==> src/rtl/room_entry_detector.sv <==
// room_entry_detector
// Doorway walk-through decoder that feeds the room occupancy counter.
// Two beam sensors (outer, inner) are synchronized and optionally
// debounced. An FSM then recognises full entry and exit passes and
// turns each one into a single en/up request for the counter.
// Requests that would overflow (room full) or underflow (room empty)
// are turned into a reject pulse instead.
// Optional feature macro: ROOM_DEBOUNCE_EN
//   defined   : each channel must stay stable for DEBOUNCE cycles
//   undefined : the filtered value is the synchronized value
module room_entry_detector #(
    parameter int MAX_COUNT = 15,
    parameter int DEBOUNCE  = 4,
    parameter int TIMEOUT   = 1000,
    parameter int TCW       = 10
) (
    input  logic       clk,
    input  logic       clr,
    input  logic       sensor_out,
    input  logic       sensor_in,
    input  logic [3:0] number,
    output logic       en,
    output logic       up,
    output logic       abort,
    output logic       reject,
    output logic       busy
);

    typedef enum logic [2:0] {
        IDLE,
        E1,
        E2,
        E3,
        X1,
        X2,
        X3,
        WAIT_CLR
    } state_t;

    // Bit 1 carries the outer beam and bit 0 the inner beam throughout.
    logic [1:0]     sync1;
    logic [1:0]     sync2;
    logic [1:0]     filt;
    logic           o;
    logic           i;

    state_t         state;
    state_t         next_state;
    logic [TCW-1:0] dwell;
    logic           in_seq;
    logic           timeout_hit;

    logic           en_next;
    logic           abort_next;
    logic           reject_next;
    logic           up_next;

    // Parameter sanity checks evaluated at elaboration time.
    if (DEBOUNCE < 1) begin : g_bad_debounce
        $error("room_entry_detector: DEBOUNCE must be at least 1");
    end
    if (TIMEOUT < 2 || TIMEOUT > (2 ** TCW) - 1) begin : g_bad_timeout
        $error("room_entry_detector: TCW too narrow for TIMEOUT");
    end

    // Two-flop synchronizer bringing both raw beams into the clk domain.
    always_ff @(posedge clk or negedge clr) begin
        if (!clr) begin
            sync1 <= '0;
            sync2 <= '0;
        end else begin
            sync1 <= {sensor_out, sensor_in};
            sync2 <= sync1;
        end
    end

`ifdef ROOM_DEBOUNCE_EN
    localparam int DBW = $clog2(DEBOUNCE + 1);

    logic [DBW-1:0] dcnt [2];

    // Per-channel debounce: accept a new level only after it has differed
    // from the filtered value for DEBOUNCE consecutive cycles.
    always_ff @(posedge clk or negedge clr) begin
        if (!clr) begin
            filt    <= '0;
            dcnt[0] <= '0;
            dcnt[1] <= '0;
        end else begin
            for (int c = 0; c < 2; c++) begin
                if (sync2[c] == filt[c]) begin
                    dcnt[c] <= '0;
                end else if (dcnt[c] == DBW'(DEBOUNCE - 1)) begin
                    filt[c] <= sync2[c];
                    dcnt[c] <= '0;
                end else begin
                    dcnt[c] <= dcnt[c] + 1'b1;
                end
            end
        end
    end
`else
    // Without debouncing the FSM sees the synchronized beams directly.
    always_comb begin
        filt = sync2;
    end
`endif

    assign o = filt[1];
    assign i = filt[0];

    // The dwell timer only runs inside an entry or exit sequence.
    always_comb begin
        in_seq      = (state != IDLE) && (state != WAIT_CLR);
        timeout_hit = in_seq && (dwell == TCW'(TIMEOUT - 1));
    end

    // Next-state decode plus the pulse outputs that accompany each move.
    always_comb begin
        next_state  = state;
        en_next     = 1'b0;
        abort_next  = 1'b0;
        reject_next = 1'b0;
        up_next     = up;

        case (state)
            IDLE: begin
                case ({o, i})
                    2'b10: next_state = E1;
                    2'b01: next_state = X1;
                    2'b11: begin
                        next_state = WAIT_CLR;
                        abort_next = 1'b1;
                    end
                    default: next_state = IDLE;
                endcase
            end
            E1: begin
                case ({o, i})
                    2'b11: next_state = E2;
                    2'b00: begin
                        next_state = IDLE;
                        abort_next = 1'b1;
                    end
                    2'b01: begin
                        next_state = WAIT_CLR;
                        abort_next = 1'b1;
                    end
                    default: next_state = E1;
                endcase
            end
            E2: begin
                case ({o, i})
                    2'b01: next_state = E3;
                    2'b10: next_state = E1;
                    2'b00: begin
                        next_state = IDLE;
                        abort_next = 1'b1;
                    end
                    default: next_state = E2;
                endcase
            end
            E3: begin
                case ({o, i})
                    2'b00: begin
                        next_state = IDLE;
                        if (number == 4'(MAX_COUNT)) begin
                            reject_next = 1'b1;
                        end else begin
                            en_next = 1'b1;
                            up_next = 1'b1;
                        end
                    end
                    2'b11: next_state = E2;
                    2'b10: begin
                        next_state = WAIT_CLR;
                        abort_next = 1'b1;
                    end
                    default: next_state = E3;
                endcase
            end
            X1: begin
                case ({o, i})
                    2'b11: next_state = X2;
                    2'b00: begin
                        next_state = IDLE;
                        abort_next = 1'b1;
                    end
                    2'b10: begin
                        next_state = WAIT_CLR;
                        abort_next = 1'b1;
                    end
                    default: next_state = X1;
                endcase
            end
            X2: begin
                case ({o, i})
                    2'b10: next_state = X3;
                    2'b01: next_state = X1;
                    2'b00: begin
                        next_state = IDLE;
                        abort_next = 1'b1;
                    end
                    default: next_state = X2;
                endcase
            end
            X3: begin
                case ({o, i})
                    2'b00: begin
                        next_state = IDLE;
                        if (number == 4'd0) begin
                            reject_next = 1'b1;
                        end else begin
                            en_next = 1'b1;
                            up_next = 1'b0;
                        end
                    end
                    2'b11: next_state = X2;
                    2'b01: begin
                        next_state = WAIT_CLR;
                        abort_next = 1'b1;
                    end
                    default: next_state = X3;
                endcase
            end
            WAIT_CLR: begin
                if ({o, i} == 2'b00) begin
                    next_state = IDLE;
                end
            end
            default: next_state = IDLE;
        endcase

        // A stalled sequence is abandoned even if the beams move this cycle.
        if (timeout_hit) begin
            next_state  = WAIT_CLR;
            abort_next  = 1'b1;
            en_next     = 1'b0;
            reject_next = 1'b0;
            up_next     = up;
        end
    end

    // State register with the registered pulse, direction and busy outputs.
    always_ff @(posedge clk or negedge clr) begin
        if (!clr) begin
            state  <= IDLE;
            en     <= 1'b0;
            abort  <= 1'b0;
            reject <= 1'b0;
            up     <= 1'b1;
            busy   <= 1'b0;
        end else begin
            state  <= next_state;
            en     <= en_next;
            abort  <= abort_next;
            reject <= reject_next;
            up     <= up_next;
            busy   <= (next_state != IDLE);
        end
    end

    // Dwell timer restarts on every state change and idles outside sequences.
    always_ff @(posedge clk or negedge clr) begin
        if (!clr) begin
            dwell <= '0;
        end else if ((next_state != state) || !in_seq) begin
            dwell <= '0;
        end else begin
            dwell <= dwell + 1'b1;
        end
    end

endmodule

==> config.mk <==
export PLATFORM = sky130hd
export DESIGN_NAME = room_entry_detector
export DESIGN_NICKNAME = d
export VERILOG_FILES = /design/src/rtl/room_entry_detector.sv
export SDC_FILE = /design/constraint.sdc
export NUM_CORES = 1
export LEC_CHECK = 0
export ABC_AREA = 1
export CAP_MARGIN = 10
export CELL_PAD_IN_SITES_DETAIL_PLACEMENT = 1
export CELL_PAD_IN_SITES_GLOBAL_PLACEMENT = 1
export CORE_MARGIN = 3
export CORE_UTILIZATION = 48
export CTS_BUF_LIST = sky130_fd_sc_hd__clkbuf_2 sky130_fd_sc_hd__clkbuf_4 sky130_fd_sc_hd__clkbuf_8
export DETAILED_ROUTE_END_ITERATION = 10
export GPL_TIMING_DRIVEN = 0
export PLACE_DENSITY = 0.9
export SLEW_MARGIN = 20
export SYNTH_ARGS = -nofsm -noshare
export SYNTH_HDL_FRONTEND = slang
export SYNTH_SLANG_ARGS = --single-unit
==> constraint.sdc <==
create_clock -name clk -period 4 [get_ports clk]
set_input_delay 1 -clock clk [delete_from_list [all_inputs] [get_ports clk]]
set_output_delay 1 -clock clk [all_outputs]
set_load 0.005 [all_outputs]
# After elaboration in Yosys (flattened, before gate mapping)
# Index checks and enable logic that the tools add are counted.
[word_totals] register_bits=22 output_inout_bits=5 wordCells=79
[op_classes] n_addsub=1 n_eq_ne=18 mux=36 bitwise_logic=1 reduce_logical=14
[ops] operator="one-hot mux 3 bit (3 select lines)" count=6
[ops] operator="one-hot mux 3 bit (8 select lines)" count=1
[ops] operator="two-way mux 1 bit" count=21
[ops] operator="== test 3 bit, second input constant" count=4
[ops] operator="adder 10 x 1 -> 10 bit, second input constant" count=1
[ops] operator="== test 10 bit, second input constant" count=1
[ops] operator="two-way mux 10 bit" count=1
[ops] operator="!= test 2 bit, second input constant" count=4
[ops] operator="== test 3 x 2 -> 1 bit, second input constant" count=2
[ops] operator="two-way mux 3 bit" count=2
[ops] operator="one-hot mux 1 bit (2 select lines)" count=3
[ops] operator="one-hot mux 1 bit (6 select lines)" count=1
[ops] operator="one-hot mux 2 bit (3 select lines)" count=1
[ops] operator="AND reduction 6 bit" count=1
[ops] operator="nonzero test 3 bit" count=2
[ops] operator="OR reduction 2 bit" count=3
[ops] operator="== test 2 bit, second input constant" count=2
[ops] operator="== test 4 bit, second input constant" count=1
[ops] operator="logical NOT 4 bit" count=1
[ops] operator="== test 3 x 1 -> 1 bit, second input constant" count=1
[ops] operator="logical NOT 3 bit" count=1
[ops] operator="!= test 3 bit" count=1
[ops] operator="!= test 3 bit, second input constant" count=1
[ops] operator="== test 2 x 1 -> 1 bit, second input constant" count=1
[ops] operator="other kinds (6)" count=7

# Longest topological paths before layout
[logic_depth] word_depth=7 ltp_mapped=13

# Least setup slack after synthesis
# Ideal clock, no wire load.
[synth_timing] path_kind="reg-to-reg" start="register sync2[1] (netlist: filt[1])" end="register dwell[0]" arrival_ps=1639 setup_slack_ps=2289 stages_incl_launch_ff=11 path_buffers=0 path_cell_list="dfrtp_1 inv_1 ha_1 or2_2 nand2_1 nand3_1 nor2_2 nand3_1 nand2_2 nand3_4 nor2_2"
[synth_between] elab_chain_cells=7 word_cells_on_any_way=17
[synth_rtl] element="from (decl)" line="42" source="logic [1:0] sync2;"
[synth_rtl] element="from (signal assigned)" line="73" source="sync2 <= sync1;"
[synth_rtl] element="== test 2 x 1 -> 1 bit, or another cell as far along"
[synth_rtl] element="one-hot mux 3 bit (3 select lines), or another cell as far along" line="208" source="case ({o, i})"
[synth_rtl] element="one-hot mux 3 bit (8 select lines) *" line="126" source="case (state)"
[synth_rtl] element="two-way mux 3 bit *" line="235" source="if (timeout_hit) begin"
[synth_rtl] element="!= test 3 bit *" line="267" source="end else if ((next_state != state) || !in_seq) begin"
[synth_rtl] element="logical OR 1 bit *" line="267"
[synth_rtl] element="two-way mux 10 bit *" line="267"
[synth_rtl] element="to (signal assigned)" line="270" source="dwell <= dwell + 1'b1;"
[synth_rtl] element="to (decl)" line="49" source="logic [TCW-1:0] dwell;"
# Mark *: on every way between the ends. The rest lies on a longest branch, timed or not.
# A chain may end at the register's enable or synchronous reset.

# Worst setup path in the final report
[layout_timing] start="register up" end="output port up"
[layout_lines] element="from (decl)" line="23" source="output logic up,"
[layout_lines] element="from (signal assigned)" line="258" source="up <= up_next;"
# No word-level cell between the ends.

==> impl_metrics.env <==
export IMPL_status="finished, final reports clean"
export IMPL_fin_skew_ps=3.574
export IMPL_clockBufferDepth=2
export IMPL_numPortBuffers=12
export IMPL_synth_warnings=0
export IMPL_drive_above_1_share_pct=25.53
export IMPL_slowest_stage="dfstp_2"
export IMPL_tns_ps=0
export IMPL_vias=1210
export IMPL_worstHoldPathType="register to register"
export IMPL_p_per_area_nw_per_um2=583.1
export IMPL_die_y_um=60.87
export IMPL_end_kind="output pin"
export IMPL_worstSetupPathType="register to output pin"
export IMPL_overflow=0
export IMPL_placementRows=19
export IMPL_dieArea_um2=3705
export IMPL_drv_slew=0
export IMPL_drv_cap=0
export IMPL_max_slew_margin_pct=35.22
export IMPL_htreeDepth=1
export IMPL_yosys_cell_types_count=29
export IMPL_cts_resized=0
export IMPL_drt_iter0_drc=43
export IMPL_area_growth_pct=14.63
export IMPL_finalPower_mw=0.9660
export IMPL_cts_sinks=22
export IMPL_drc=0
export IMPL_post_route_util_pct=59.05
export IMPL_setup_viol=0
export IMPL_synth_seq_cells=22
export IMPL_wl_per_cell_um=16.39
export IMPL_die_w_um=60.87
export IMPL_mappedNetlistArea_um2=1445
export IMPL_hold_viol_final=0
export IMPL_synth_top_area_share_pct=36.36
export IMPL_grt_pass1_vias=1329
export IMPL_antenna_left=0
export IMPL_synth_nets=189
export IMPL_antenna_found_initial=0
export IMPL_syn_area_per_cell_um2=8.402
export IMPL_cpLargestDelayFamily="flip-flops"
export IMPL_cts_tree="yes"
export IMPL_layout_common_cells="28 x nand2_1, 21 x dfrtp_1, 18 x inv_1"
export IMPL_clock_latency_ps=310
export IMPL_floorplan_initialDensity_pct=51.52
export IMPL_fin_ws_ps=1649
export IMPL_drt_total_wl_um=3589
export IMPL_pre_cts_slack_ps=1767
export IMPL_layout_nets=206
export IMPL_critPathMaxStageDelay_ps=550
export IMPL_antenna_cells=0
export IMPL_critPathRequiredTime_ps=3000
export IMPL_crit_chain="clkdlybuf4s50_1"
export IMPL_hpwlAfterDp_um=2694
export IMPL_min_period_ps=2351
export IMPL_track_usage_pct=23.48
export IMPL_dr_pass1_iters=4
export IMPL_synth_area_top_cells="dfrtp_1 36%, ha_1 7.8%, nand2_1 7.3%, nor2_2 6.1%, inv_1 4.7%"
export IMPL_crit_fanout=2
export IMPL_p_leak_nw=0.7880
export IMPL_r2r_setup_slack_ps=1930
export IMPL_final_common_cell="nand2_1"
export IMPL_worst_pin_slew_ps=968.7
export IMPL_fmax_ghz=0.4254
export IMPL_viasPerCell=5.525
export IMPL_io_pins=13
export IMPL_netlist_instances=172
export IMPL_grt_max_degree=23
export IMPL_postCtsSetupBuffers=0
export IMPL_crit_arrival_ps=1350
export IMPL_numCtsBuffers=3
export IMPL_fp_coreArea_um2=2805
export IMPL_yosysSeqAreaShare_pct=38.18
export IMPL_peakVddDrop_uv=372.4
export IMPL_cp_num_buf_inv=1
export IMPL_synth_top_cell_by_area="dfrtp_1"
export IMPL_rsz0062_at_grt="false"
export IMPL_grt_first_pass_wirelength_um=6320
export IMPL_path_clk_slew_ps=130
export IMPL_start_kind="register"
export IMPL_place_gp_congestion=0.8547
export IMPL_cts_hold_repair_buffers=0
export IMPL_root_buffer="clkbuf_4"
export IMPL_period_share_pct=58.77
[metrics by stage]
| stage | area (um^2) | hold WS (ps) | std cells |
|---|---|---|---|
| after floorplan | 1445 | 331.2 | 172 |
| after global placement | 1604 | 336.4 | 215 |
| after detailed placement | 1604 | 346.6 | 215 |
| after CTS | 1657 | 377.1 | 219 |
| after global routing | 1657 | 385.9 | 219 |
| final | 1657 | 374.5 | 219 |
[final timing paths]
path,from,to,cells after the start
worst max-delay path,up,up,1
worst min-delay path,sync1[0],filt[0],0
worst max register to register,filt[1],dwell[8],10
worst min register to register,sync1[0],filt[0],0
max in group asynchronous,clr,busy,1
min in group asynchronous,clr,reject,1
[sequential cells by signal (all words and copies together) (netlist names)]
signal  flops
reject      1
filt        2
dwell      10
up          1
abort       1
state       3
en          1
busy        1
sync1       2
[layer usage]
metal  GRT usage (%)  vias up  share of wire (%)  routed length (um)
li1                -      584                  -                   -
met1           27.32      589                 39                1415
met2           42.75       29                 54                1932
met3           2.766        8                3.9                 139
met4           10.53        0                2.8                 101
met5               0        -                  0                   0
[cells by family after synthesis]
group	synth area share, %
flip-flops	38.18
adder cells (fa/ha/maj)	7.792
AND/OR/NAND/NOR	36.71
XOR/XNOR	4.243
buffers and inverters	8.572
AO/OA/AOI/OAI	4.503
[cell usage after synthesis]
| cell | n |
|---|---|
| nand2_2 | 9 |
| nand3_4 | 1 |
| xnor2_1 | 2 |
| dfstp_2 | 1 |
| nor3_1 | 1 |
| buf_6 | 2 |
| nor2_4 | 3 |
| or2_2 | 2 |
| nand3_2 | 5 |
| o21ai_0 | 4 |
| nand4_1 | 7 |
| nand3b_1 | 1 |
| nand2_1 | 28 |
| xor2_1 | 5 |
| a221oi_1 | 1 |
| nor2_2 | 14 |
| a21oi_2 | 1 |
| buf_4 | 1 |
| a21oi_1 | 4 |
| dfrtp_1 | 21 |
| inv_6 | 1 |
| nor4_1 | 1 |
| inv_4 | 1 |
| inv_2 | 3 |
| ha_1 | 9 |
| o211ai_1 | 1 |
| nor2_1 | 16 |
| inv_1 | 18 |
| nand3_1 | 9 |
[power breakdown]
part | internal, mW | switching, mW | leakage [nW]
logic | 0.180 | 0.335 | 0.476
registers | 0.261 | 0.0171 | 0.284
clock network | 0.101 | 0.0717 | 0.0279
[area by class of cell]
type | count | area [um^2]
clock inverters | 1 | 30.03
repair buffers | 12 | 120.1
flip-flops and latches | 22 | 551.8
clock buffers | 3 | 22.52
well taps | 31 | 38.79
fillers | 345 | 1149
plain buffers | 3 | 30.03
multi-input cells | 124 | 769.5
inverters | 23 | 93.84
Power figures use the tool's default switching activity.
